==> src/rtl/seq_det_pkg.sv <==
// seq_det_pkg: shared width helpers, lane config type and counter limit for seq_detector_multi
package seq_det_pkg;
    localparam int PAT_W_MAX = 16;
    localparam int LEN_W_MAX = 5;
    localparam logic [63:0] CNT_SAT = '1;
    typedef struct packed {
        logic [PAT_W_MAX-1:0] pat;
        logic [LEN_W_MAX-1:0] len;
    } lane_cfg_t;
    function automatic int calc_lw(input int pat_w);
        return $clog2(pat_w + 1);
    endfunction
    function automatic int calc_iw(input int n_pat);
        return n_pat > 1 ? $clog2(n_pat) : 1;
    endfunction
endpackage

==> src/rtl/seq_det_lane.sv <==
// seq_det_lane: one pattern lane with fill tracking, compare, match flop and saturating hit counter
module seq_det_lane import seq_det_pkg::*; #(
    parameter int PAT_W = 8,
    parameter int CNT_W = 8,
    parameter int LW    = calc_lw(PAT_W)
) (
    input  logic             clk,
    input  logic             rst,
    input  logic             i_valid,
    input  logic             i_bit,
    input  logic [PAT_W-1:0] i_hist,
    input  logic             i_overlap,
    input  logic             i_cfg_we,
    input  logic [PAT_W-1:0] i_cfg_pat,
    input  logic [LW-1:0]    i_cfg_len,
    input  logic             i_cnt_clr,
    output logic             o_match,
    output logic [CNT_W-1:0] o_cnt
);
    lane_cfg_t r_cfg;
    logic [LW-1:0] r_fill;
    logic r_match;
    logic [CNT_W-1:0] r_cnt;
    logic [PAT_W_MAX:0] w_win, w_mask;
    logic w_hit;
    always_comb begin
        w_win  = (PAT_W_MAX+1)'({i_hist, i_bit});
        w_mask = ~({(PAT_W_MAX+1){1'b1}} << r_cfg.len);
        w_hit  = i_valid && !i_cfg_we && r_cfg.len != '0
              && (LEN_W_MAX+1)'(r_fill) + (LEN_W_MAX+1)'(1) >= {1'b0, r_cfg.len}
              && ((w_win ^ {1'b0, r_cfg.pat}) & w_mask) == '0;
    end
    always_ff @(posedge clk) begin
        if (rst) begin
            r_cfg   <= '0;
            r_fill  <= '0;
            r_match <= 1'b0;
            r_cnt   <= '0;
        end else begin
            r_match <= w_hit;
            if (i_cfg_we) begin
                r_cfg.pat <= PAT_W_MAX'(i_cfg_pat);
                r_cfg.len <= LEN_W_MAX'(i_cfg_len);
                r_fill    <= '0;
            end else if (i_valid) begin
                r_fill <= (w_hit && !i_overlap) ? '0 : (r_fill == LW'(PAT_W)) ? r_fill : r_fill + LW'(1);
            end
            // clear wins over a coincident hit
            if (i_cnt_clr)
                r_cnt <= '0;
            else if (w_hit && r_cnt != CNT_SAT[CNT_W-1:0])
                r_cnt <= r_cnt + CNT_W'(1);
        end
    end
    assign o_match = r_match;
    assign o_cnt   = r_cnt;
endmodule

==> src/rtl/seq_detector_multi.sv <==
// seq_detector_multi: multi-pattern serial sequence detector with shared history and per-lane counters
module seq_detector_multi import seq_det_pkg::*; #(
    parameter  int N_PAT = 2,
    parameter  int PAT_W = 8,
    parameter  int CNT_W = 8,
    localparam int LW    = calc_lw(PAT_W),
    localparam int IW    = calc_iw(N_PAT)
) (
    input  logic                   clk,
    input  logic                   rst,
    input  logic                   in_valid,
    input  logic                   in_bit,
    input  logic                   overlap,
    input  logic                   cfg_we,
    input  logic [IW-1:0]          cfg_idx,
    input  logic [PAT_W-1:0]       cfg_pat,
    input  logic [LW-1:0]          cfg_len,
    input  logic                   cnt_clr,
    output logic [N_PAT-1:0]       match,
    output logic                   match_any,
    output logic [N_PAT*CNT_W-1:0] match_cnt
);
    logic [PAT_W-1:0] r_hist;
    logic [LW-1:0] w_len;
    always_ff @(posedge clk) begin
        if (rst)
            r_hist <= '0;
        else if (in_valid)
            r_hist <= {r_hist[PAT_W-2:0], in_bit};
    end
    assign w_len = (cfg_len > LW'(PAT_W)) ? LW'(PAT_W) : cfg_len;
    for (genvar i = 0; i < N_PAT; i++) begin : g_lane
        seq_det_lane #(.PAT_W(PAT_W), .CNT_W(CNT_W), .LW(LW)) u_lane (
            .clk       (clk),
            .rst       (rst),
            .i_valid   (in_valid),
            .i_bit     (in_bit),
            .i_hist    (r_hist),
            .i_overlap (overlap),
            .i_cfg_we  (cfg_we && cfg_idx == IW'(i)),
            .i_cfg_pat (cfg_pat),
            .i_cfg_len (w_len),
            .i_cnt_clr (cnt_clr),
            .o_match   (match[i]),
            .o_cnt     (match_cnt[i*CNT_W +: CNT_W])
        );
    end
    assign match_any = |match;
endmodule

==> config.mk <==
export PLATFORM = sky130hd
export DESIGN_NAME = seq_detector_multi
export DESIGN_NICKNAME = d
export VERILOG_FILES = /design/src/rtl/seq_det_pkg.sv /design/src/rtl/seq_det_lane.sv /design/src/rtl/seq_detector_multi.sv
export SDC_FILE = /design/constraint.sdc
export NUM_CORES = 1
export LEC_CHECK = 0
export BUFFER_PORTS_ARGS = -buffer_cell sky130_fd_sc_hd__buf_2
export CAP_MARGIN = 10
export CORE_MARGIN = 3
export CORE_UTILIZATION = 41
export DETAILED_ROUTE_END_ITERATION = 10
export PLACE_DENSITY = 0.58
export SLEW_MARGIN = 20
export SYNTH_ARGS = -nofsm -noshare
export SYNTH_HDL_FRONTEND = slang
export SYNTH_SLANG_ARGS = --single-unit
==> constraint.sdc <==
create_clock -name clk -period 3.2 [get_ports clk]
set_clock_uncertainty 0.15 [all_clocks]
set_input_delay 0.64 -clock clk [delete_from_list [all_inputs] [get_ports clk]]
set_output_delay 0.64 -clock clk [all_outputs]
set_load 0.01 [all_outputs]
Yosys cells after proc, flatten, opt, wreduce, memory -nomap -nowiden

Index checks and enable logic that the tools add are counted.
Widths: inputs -> output; s select.

Bitwise gates (word level): 7
Add/sub/neg operators: 6
Eq/ne operators: 6
Reduce and logical (&&, ||, !) cells: 27
$lt $le $gt $ge: 3
Multiplexer cells: 5
Shift-type cells: 2

Operators with widths:

| operator              | count |
|---|---|
| $and 17x17->17        | 2 |
| $logic_not 17->1      | 2 |
| $not 17->17           | 2 |
| $shl 17x4->17 const A | 2 |
| $mux 4                | 5 |
| $xor 9x8->9           | 2 |
| $add 8x1->8 const B   | 2 |
| $ne 8x8->1 const B    | 2 |
| $logic_and 1x1->1     | 14 |
| $ge 6x4->1            | 2 |
| $add 4x1->5 const B   | 2 |
| $reduce_bool 5->1     | 2 |
| $add 4x1->4 const B   | 2 |
| $eq 4x4->1 const B    | 2 |
| $reduce_or 2->1       | 4 |
| $gt 4x4->1 const B    | 1 |
| $ne 2x1->1 const B    | 2 |
| $reduce_and 2->1      | 2 |
| $logic_not 1->1       | 3 |
| $not 1->1             | 1 |

Flip-flop bits (word level): 58
Input port bits: 20
Output and inout port bits: 19
Logic and storage cells: 67

Depth between registers and ports, before layout

Gate-level depths: netlist of the first run.

Depth in word-level cells: 10
Depth in mapped cells: 10
Mapped depth without buffers: 8

Cells and area by module

From an unflattened synthesis of the first run, not the netlist that was laid out.

Cell total of the unflattened synthesis: 339
Area, all modules: 3,019.1 µm²

Modules (own cells, without submodules):

| module             | area an instance (µm²) | cells an instance | times used | seq. area each (µm²) |
|---|---|---|---|---|
| seq_det_lane       | 1,346.3                | 153               | 2          | 500.5 |
| seq_detector_multi | 326.6                  | 33                | 1          | 160.2 |

Least setup slack after synthesis of the first run

OpenSTA, ideal clock, no wires.

Kind: reg2reg
Start point: reg g_lane[0].u_lane.r_fill[0]
End point: reg g_lane[0].u_lane.r_cnt[5]
Period minus slack after synthesis: 2.366 ns
Cell stages (with the launch flop): 9
Data arrival time: 2.146 ns
Library setup time: 0.070 ns
Required time: 2.980 ns
Path slack: 0.834 ns
Path buffers: 0
Cells stage by stage: dfxtp_1 -> inv_1 -> ha_1 -> ha_1 -> a211oi_1 -> o21ai_0 -> o211ai_4 -> or4_1 -> a21oi_1

Word-level cells in the longest chain between the ends: 5

Ends and longest elaborated chain:

| what                     | line               | text |
|---|---|---|
| start: declaration       | seq_det_lane.sv:21 | `logic [LW-1:0] r_fill;` |
| start signal: assignment | seq_det_lane.sv:46 | `r_fill <= (w_hit && !i_overlap) ? '0 : (r_fill == LW'(PAT_W)) ? r_fill : r_fill + LW'(1);` |
| $add 4x1->5              | seq_det_lane.sv:30 | `&& (LEN_W_MAX+1)'(r_fill) + (LEN_W_MAX+1)'(1) >= {1'b0, r_cfg.len}` |
| $ge 6x4->1               | seq_det_lane.sv:30 |  |
| $logic_and 1x1->1        | seq_det_lane.sv:30 |  |
| $logic_and 1x1->1        | seq_det_lane.sv:31 | `&& ((w_win ^ {1'b0, r_cfg.pat}) & w_mask) == '0;` |
| $logic_and 1x1->1        | seq_det_lane.sv:51 | `else if (w_hit && r_cnt != CNT_SAT[CNT_W-1:0])` |
| end signal: assignment   | seq_det_lane.sv:52 | `r_cnt <= r_cnt + CNT_W'(1);` |
| end: declaration         | seq_det_lane.sv:23 | `logic [CNT_W-1:0] r_cnt;` |

Every way passes these cells.
A chain may end at the register's enable or synchronous reset.

Final worst setup path of the first run

Start point: reg g_lane[0].u_lane.r_fill[0]
End point: reg g_lane[0].u_lane.r_cnt[4]

Same word-level chain as after synthesis.

==> results of run 1 <==
[metrics by stage]
stage | utilization (%) | instance area (um2) | cells
2_1_floorplan | - | 3080 | 381
3_3_place_gp | 47.3 | 3320 | 497
3_5_place_dp | 47.3 | 3320 | 497
4_1_cts | 49.7 | 3490 | 512
5_1_grt | 49.7 | 3490 | 512
6_report | 49.7 | 3490 | 512
[sequential cells by signal, summed over array words and instances (netlist names)]
signal	cells
g_lane.u_lane.r_cfg	24
g_lane.u_lane.r_fill	8
g_lane.u_lane.o_cnt	16
g_lane.u_lane.o_match	2
r_hist	8
[synth_stat cells, drive strengths merged (7+ instances only)]
cell type	n	area [um2]
nand2	69	259
buf	7	45.0
or3	9	56.3
dfxtp	58	1160
mux2i	9	90.1
inv	13	48.8
nand3	10	55.1
clkbuf	15	56.3
ha	14	175
nor2	19	71.3
a21oi	41	205
o21ai	23	115
nor2b	7	43.8
xnor2	20	175
[worst paths after layout]
kind                                            end  depth (start not counted)
min          g_lane[0].u_lane.r_cfg[6]$_SDFFE_PP0P_                          2
max reg2reg  g_lane[0].u_lane.o_cnt[4]$_SDFFE_PP0P_                          8
max          g_lane[0].u_lane.o_cnt[4]$_SDFFE_PP0P_                          8
min reg2reg  g_lane[0].u_lane.r_cfg[6]$_SDFFE_PP0P_                          2
[layer usage]
metal / track usage, % / share of wire [%]
met5: 0 / 0
met4: 6.96 / 1.1
met3: 3.41 / 3.3
met2: 26.4 / 45
met1: 24.1 / 51
[layout make-up]
type,instances,area (um2)
tap,96,120
fill,706,3530
multi-input combinational,288,1770
inverter,13,48.8
clock inverter,3,15.0
sequential,58,1160
clock buffer,12,155
timing repair buffer,42,220
[cell families after synthesis]
kind of cell,Yosys count
AND/OR/NAND/NOR,147
AO/OA/AOI/OAI,96
flip-flops,58
buffers and inverters,35
XOR/XNOR,22
adder cells (fa/ha/maj),14
multiplexers,9
[critical path: cells and delay by family (launching register included)]
| kind | cells | cell delay, ps |
|---|---|---|
| flops | 1 | 450 |
| compound gates | 4 | 890 |
| xor+xnor | 1 | 200 |
| simple gates | 1 | 550 |
| fa+ha+maj | 2 | 460 |
[power groups by stage]
| stage | clock [W] | combinational, W | sequential (W) |
|---|---|---|---|
| 5_1_grt | 0.000657 | 0.000167 | 0.000765 |
| 2_1_floorplan | 0 | 0.000108 | 0.000770 |
| 4_1_cts | 0.000614 | 0.000148 | 0.000762 |
| 3_3_place_gp | 0 | 0.000145 | 0.000778 |
| 6_report | 0.000595 | 0.000147 | 0.000762 |
| 3_5_place_dp | 0 | 0.000147 | 0.000779 |
==> impl_results.md, run 1 <==
* Clock Path Buffers at 2
* FFs w/ async S/R, synth at 0%
* Worst slew margin at 50.7%
* Die W at 92.6 um
* I/O pin count at 39
* Worst Hold Class: flip-flop to flip-flop
* Critical Path RT at 3300 ps
* DP HPWL at a little over 5000 um
* Synthesized netlist cell count at 381
* CP Class: flip-flop to flip-flop
* Mapped Area at approximately 0.0031 mm2
* Final Hold Viols at 0
* Nets@finish at 446
* Die ar. at 0.00858 mm2
* Final Max Slew Viols at 0
* Max FO, Critical Path at 18
* Sw Ratio at 25.8%
* CP Capture Type: flip-flop
* Die Y-Extent at 92.6 um
* Critical-path cell list: ha_1 > xor2_1 > ha_1 > o21ai_0 > o21ai_0 > o211ai_4 > or4_1 > a21oi_1
* Layout cells sized above 1 at 15.4%
* Final WS setup at ~430 ps
* Critical path's slowest cell: or4_1
* Post-DRT Antenna Nets at 0
* Cts bufs inserted at 9
* Mux contribution to synthesized area at 2.93%
* CTS Sinks at 58
* Type of origin of the critical path: flip-flop
* Post-Synth Simple-Gate Area at between 20% and 30%
* Routed vias/inst at 5.25
* PwrDens at 431 mW/mm2
* Drc violations at 0
* Worst path arrival time at 2870 ps
* DRT Pass-1 Iters at 4
* Initial antenna violation count at 0
* RSZ-0062 raised after global routing: no
* GRT Residual Overflow at 0
* Vias at 2690
* Worst-Skew Late Latency at 330 ps
* Adder-cell area share of the yosys netlist at between 5 and 6%
* Final wirelength at 7000 um
* Post-Synth XOR/XNOR Area at between 6 and 7%
* Crit-path max cell delay at 550 ps
* Switching power of the nets at 0.000388 W
* ANT cells at 0
* R2R Path Start: g_lane[0].u_lane.r_fill[0]$_SDFFE_PP0P_
* Number of synthesized flops with an enable pin at 0
* Row cnt at 30
* CTS root buffer: clkbuf_8
* Final Setup Violations at 0
* Status: finished, final reports clean
* Sequential area share after synthesis at between 30 and 40%
* First-pass GRT wire length at 12000 um
* Max Cap Violations at 0
* Gate power share at between 9 and 10%
* Syn Nets at 415
* Yosys cell types at 48
* Core area at 0.00702 mm2
* Syn avg cell area at 8.08 um2
* Post-CTS Hold Buffers at 0
* Peak VDD IR at 0.000217 V
* Tot Pwr at about 0.0015 W
* Final Cycle Share at 86.5%
* Number of global-route vias before repair at 2492
* CTS tree: built
* Setup TNS at 0 ps
* Clock network fraction of total power at 39.5%
* Synthesized flop and latch total at 58
* Fin crit period at 2770 ps
* Routability cong. at 0.830
* HP Start: g_lane[0].u_lane.r_cfg[6]$_SDFFE_PP0P_
* Max Freq at 361 MHz
* Syn. warnings at 0
* H-Tree Depth at 3
* Leakage at 1.29 nW
* Number of gates resized after cts at 0
* Flop pwr share at 50.7%
* Area grow syn2layout at 13.3%
* Most frequent cells in the layout: nand2_1, dfxtp_1, a21oi_1, buf_2, o21ai_0
* Clk pin slew, worst setup/hold paths at 60 ps
* Total setup buffers inserted after CTS at 0
* Most common cell after layout, fill and taps aside: nand2_1
* Synth Area in Compound Gates at 19.6%
* Largest net degree at the start of global routing at 39
* Initial core utilization at about 44%
* Crit path from: g_lane[0].u_lane.r_fill[0]$_SDFFE_PP0P_
* Pint at 0.00112 W
* Largest family of logic cells by synthesized area: simple AND/OR/NAND/NOR gates
* Hold_ws at 319 ps
* WL per Instance at 13.7 um
* Reg2Reg Setup Slack at 430 ps
* Post-place setup slack at between 400 and 500 ps
* Ys flop type: dfxtp_1
* Slew @ Worst Pin at 739 ps
* Tot GR Track Use at approximately 17%
* Number of port buffers at 38
* Initial drt markers at between 150 and 200
Note: power is estimated with default switching activity, not from simulation.
==> inputs of run 2 (changes only) <==
- CORE_UTILIZATION: 41 -> 55
- HOLD_SLACK_MARGIN: default -> 0.15
- PLACE_DENSITY: 0.58 -> 0.74
==> run 2 against run 1 <==
Die area is 24% lower; via count rose by 2.9%; sequential cell count did not move; sequential share of layout area about the same; critical path type unchanged.
==> impl_results.md, run 2 (same netlist as run 1, synthesis figures left out) <==
* Worst-Skew Late Latency at 340 ps
* Register area at 0.00116 mm2
* Die Y-Extent at 80.8 um
* Max FO, Critical Path at 18
* Register bank with the most flops: g_lane.u_lane.r_cfg
* CTS Sinks at 58
* I/O pin count at 39
* Peak VDD IR at 0.000384 V
* Worst slew margin at 52.6%
* CP Capture Type: flip-flop
* CTS root buffer: clkbuf_8
* Leakage at 1.30 nW
* Multi-input gate area at 0.00177 mm2
* H-Tree Depth at 3
* Tot GR Track Use at between 20 and 25%
* Area grow syn2layout at 13.1%
* Initial core utilization at 58.4%
* Fin crit period at approximately 2800 ps
* ANT cells at 0
* Setup TNS at 0 ps
* Vias at about 2800
* Nets@finish at 446
* Largest net degree at the start of global routing at 39
* Final Hold Viols at 0
* Worst path arrival time at a little under 3000 ps
* Final WS setup at 429 ps
* WL per Instance at between 10 and 15 um
* Clock Path Buffers at 2
* Fin cells at 487
* Post-DRT Antenna Nets at 0
* Number of gates resized after cts at 0
* Post-place setup slack at 488 ps
* Final wirelength at 6880 um
* Dpl cells at ~470
* Drc violations at 0
* # fillers at just under 500
* Final Max Slew Viols at 0
* Final Setup Violations at 0
* Initial antenna violation count at 0
* PwrDens at 457 mW/mm2
* Number of flip-flops in the largest register at 24
* Clk pin slew, worst setup/hold paths at 60 ps
* Max Freq at 361 MHz
* Number of global-route vias before repair at 2619
* DRT Pass-1 Iters at 4
* Routed vias/inst at 5.68
* Initial drt markers at about 170
* Post-CTS Hold Buffers at 0
* Die W at 80.8 um
* Most frequent cells in the layout: nand2_1, dfxtp_1, a21oi_1, buf_2, o21ai_0
* Total setup buffers inserted after CTS at 0
* Max Cap Violations at 0
* Core area at roughly 0.0053 mm2
* Number of port buffers at 38
* Critical Path RT at 3330 ps
* Cts bufs inserted at 9
* Row cnt at 26
* First-pass GRT wire length at around 12000 um
* Status: finished, final reports clean
* CP Class: flip-flop to flip-flop
* Die ar. at 0.00653 mm2
* Slew @ Worst Pin at 712 ps
* Worst Hold Class: flip-flop to flip-flop
* Most common cell after layout, fill and taps aside: nand2_1
* Routability cong. at 0.813
* CTS tree: built
* DP HPWL at between 4000 and 5000 um
* Final Cycle Share at 86.6%
* Type of origin of the critical path: flip-flop
* Layout cells sized above 1 at around 15%
* RSZ-0062 raised after global routing: no
* GRT Residual Overflow at 0
## run 2: changes by cell type in the layout (fill, tap and decap cells not counted)
cell	before	now
clkbuf_1	1	3
bufinv_16	0	1
clkinv_2	3	1
## run 2: power by group
group	switching [W]	leakage, nW	internal, W
clock network	0.000279	0.101	0.000402
logic	0.0000878	0.724	0.0000602
registers	0.0000208	0.471	0.000741
## run 2: per-stage QoR
step	instance area (um2)	total power (W)	util [%]	hold slack, ps
after global routing	3480	0.00166	66.1	345
after detailed placement	3280	0.000924	62.3	315
final	3480	0.00159	66.1	319
after CTS	3480	0.00160	66.1	323
after floorplan	3080	0.000878	-	299
after global placement	3280	0.000920	62.3	309
## run 2: area by class of cell
cell class,count,area share (%)
clock inverter,2,1.01
inverter,13,1.40
tap,70,2.52
clock buffer,14,4.67
sequential,58,33.3
timing repair buffer,42,6.32
multi-input combinational,288,50.7
## run 2: worst paths after layout
check | startpoint | end | slack (ps) | cells past startpoint
max reg2reg | g_lane[0].u_lane.r_fill[0]$_SDFFE_PP0P_ | g_lane[0].u_lane.o_cnt[4]$_SDFFE_PP0P_ | 430 | 8
min | g_lane[0].u_lane.r_cfg[7]$_SDFFE_PP0P_ | g_lane[0].u_lane.r_cfg[7]$_SDFFE_PP0P_ | 320 | 2
min reg2reg | g_lane[0].u_lane.r_cfg[7]$_SDFFE_PP0P_ | g_lane[0].u_lane.r_cfg[7]$_SDFFE_PP0P_ | 320 | 2
max | g_lane[0].u_lane.r_fill[0]$_SDFFE_PP0P_ | g_lane[0].u_lane.o_cnt[4]$_SDFFE_PP0P_ | 430 | 8
## run 2: worst max-delay path, stage by stage, from the launching register on
cell and delay [ps]:
dfxtp_1 450, inv_1 80, ha_1 320, ha_1 280
a211oi_1 60, o21ai_0 390, o211ai_4 270, or4_1 550
a21oi_1 140
## run 2: layer usage
metal / share of wire (%) / up-vias / GRT usage (%)
met5: 0 / - / 0
met4: 1.6 / 0 / 8.95
met3: 4.7 / 14 / 5.65
met2: 48 / 63 / 38.4
met1: 46 / 1295 / 28.7
li1: - / 1396 / -
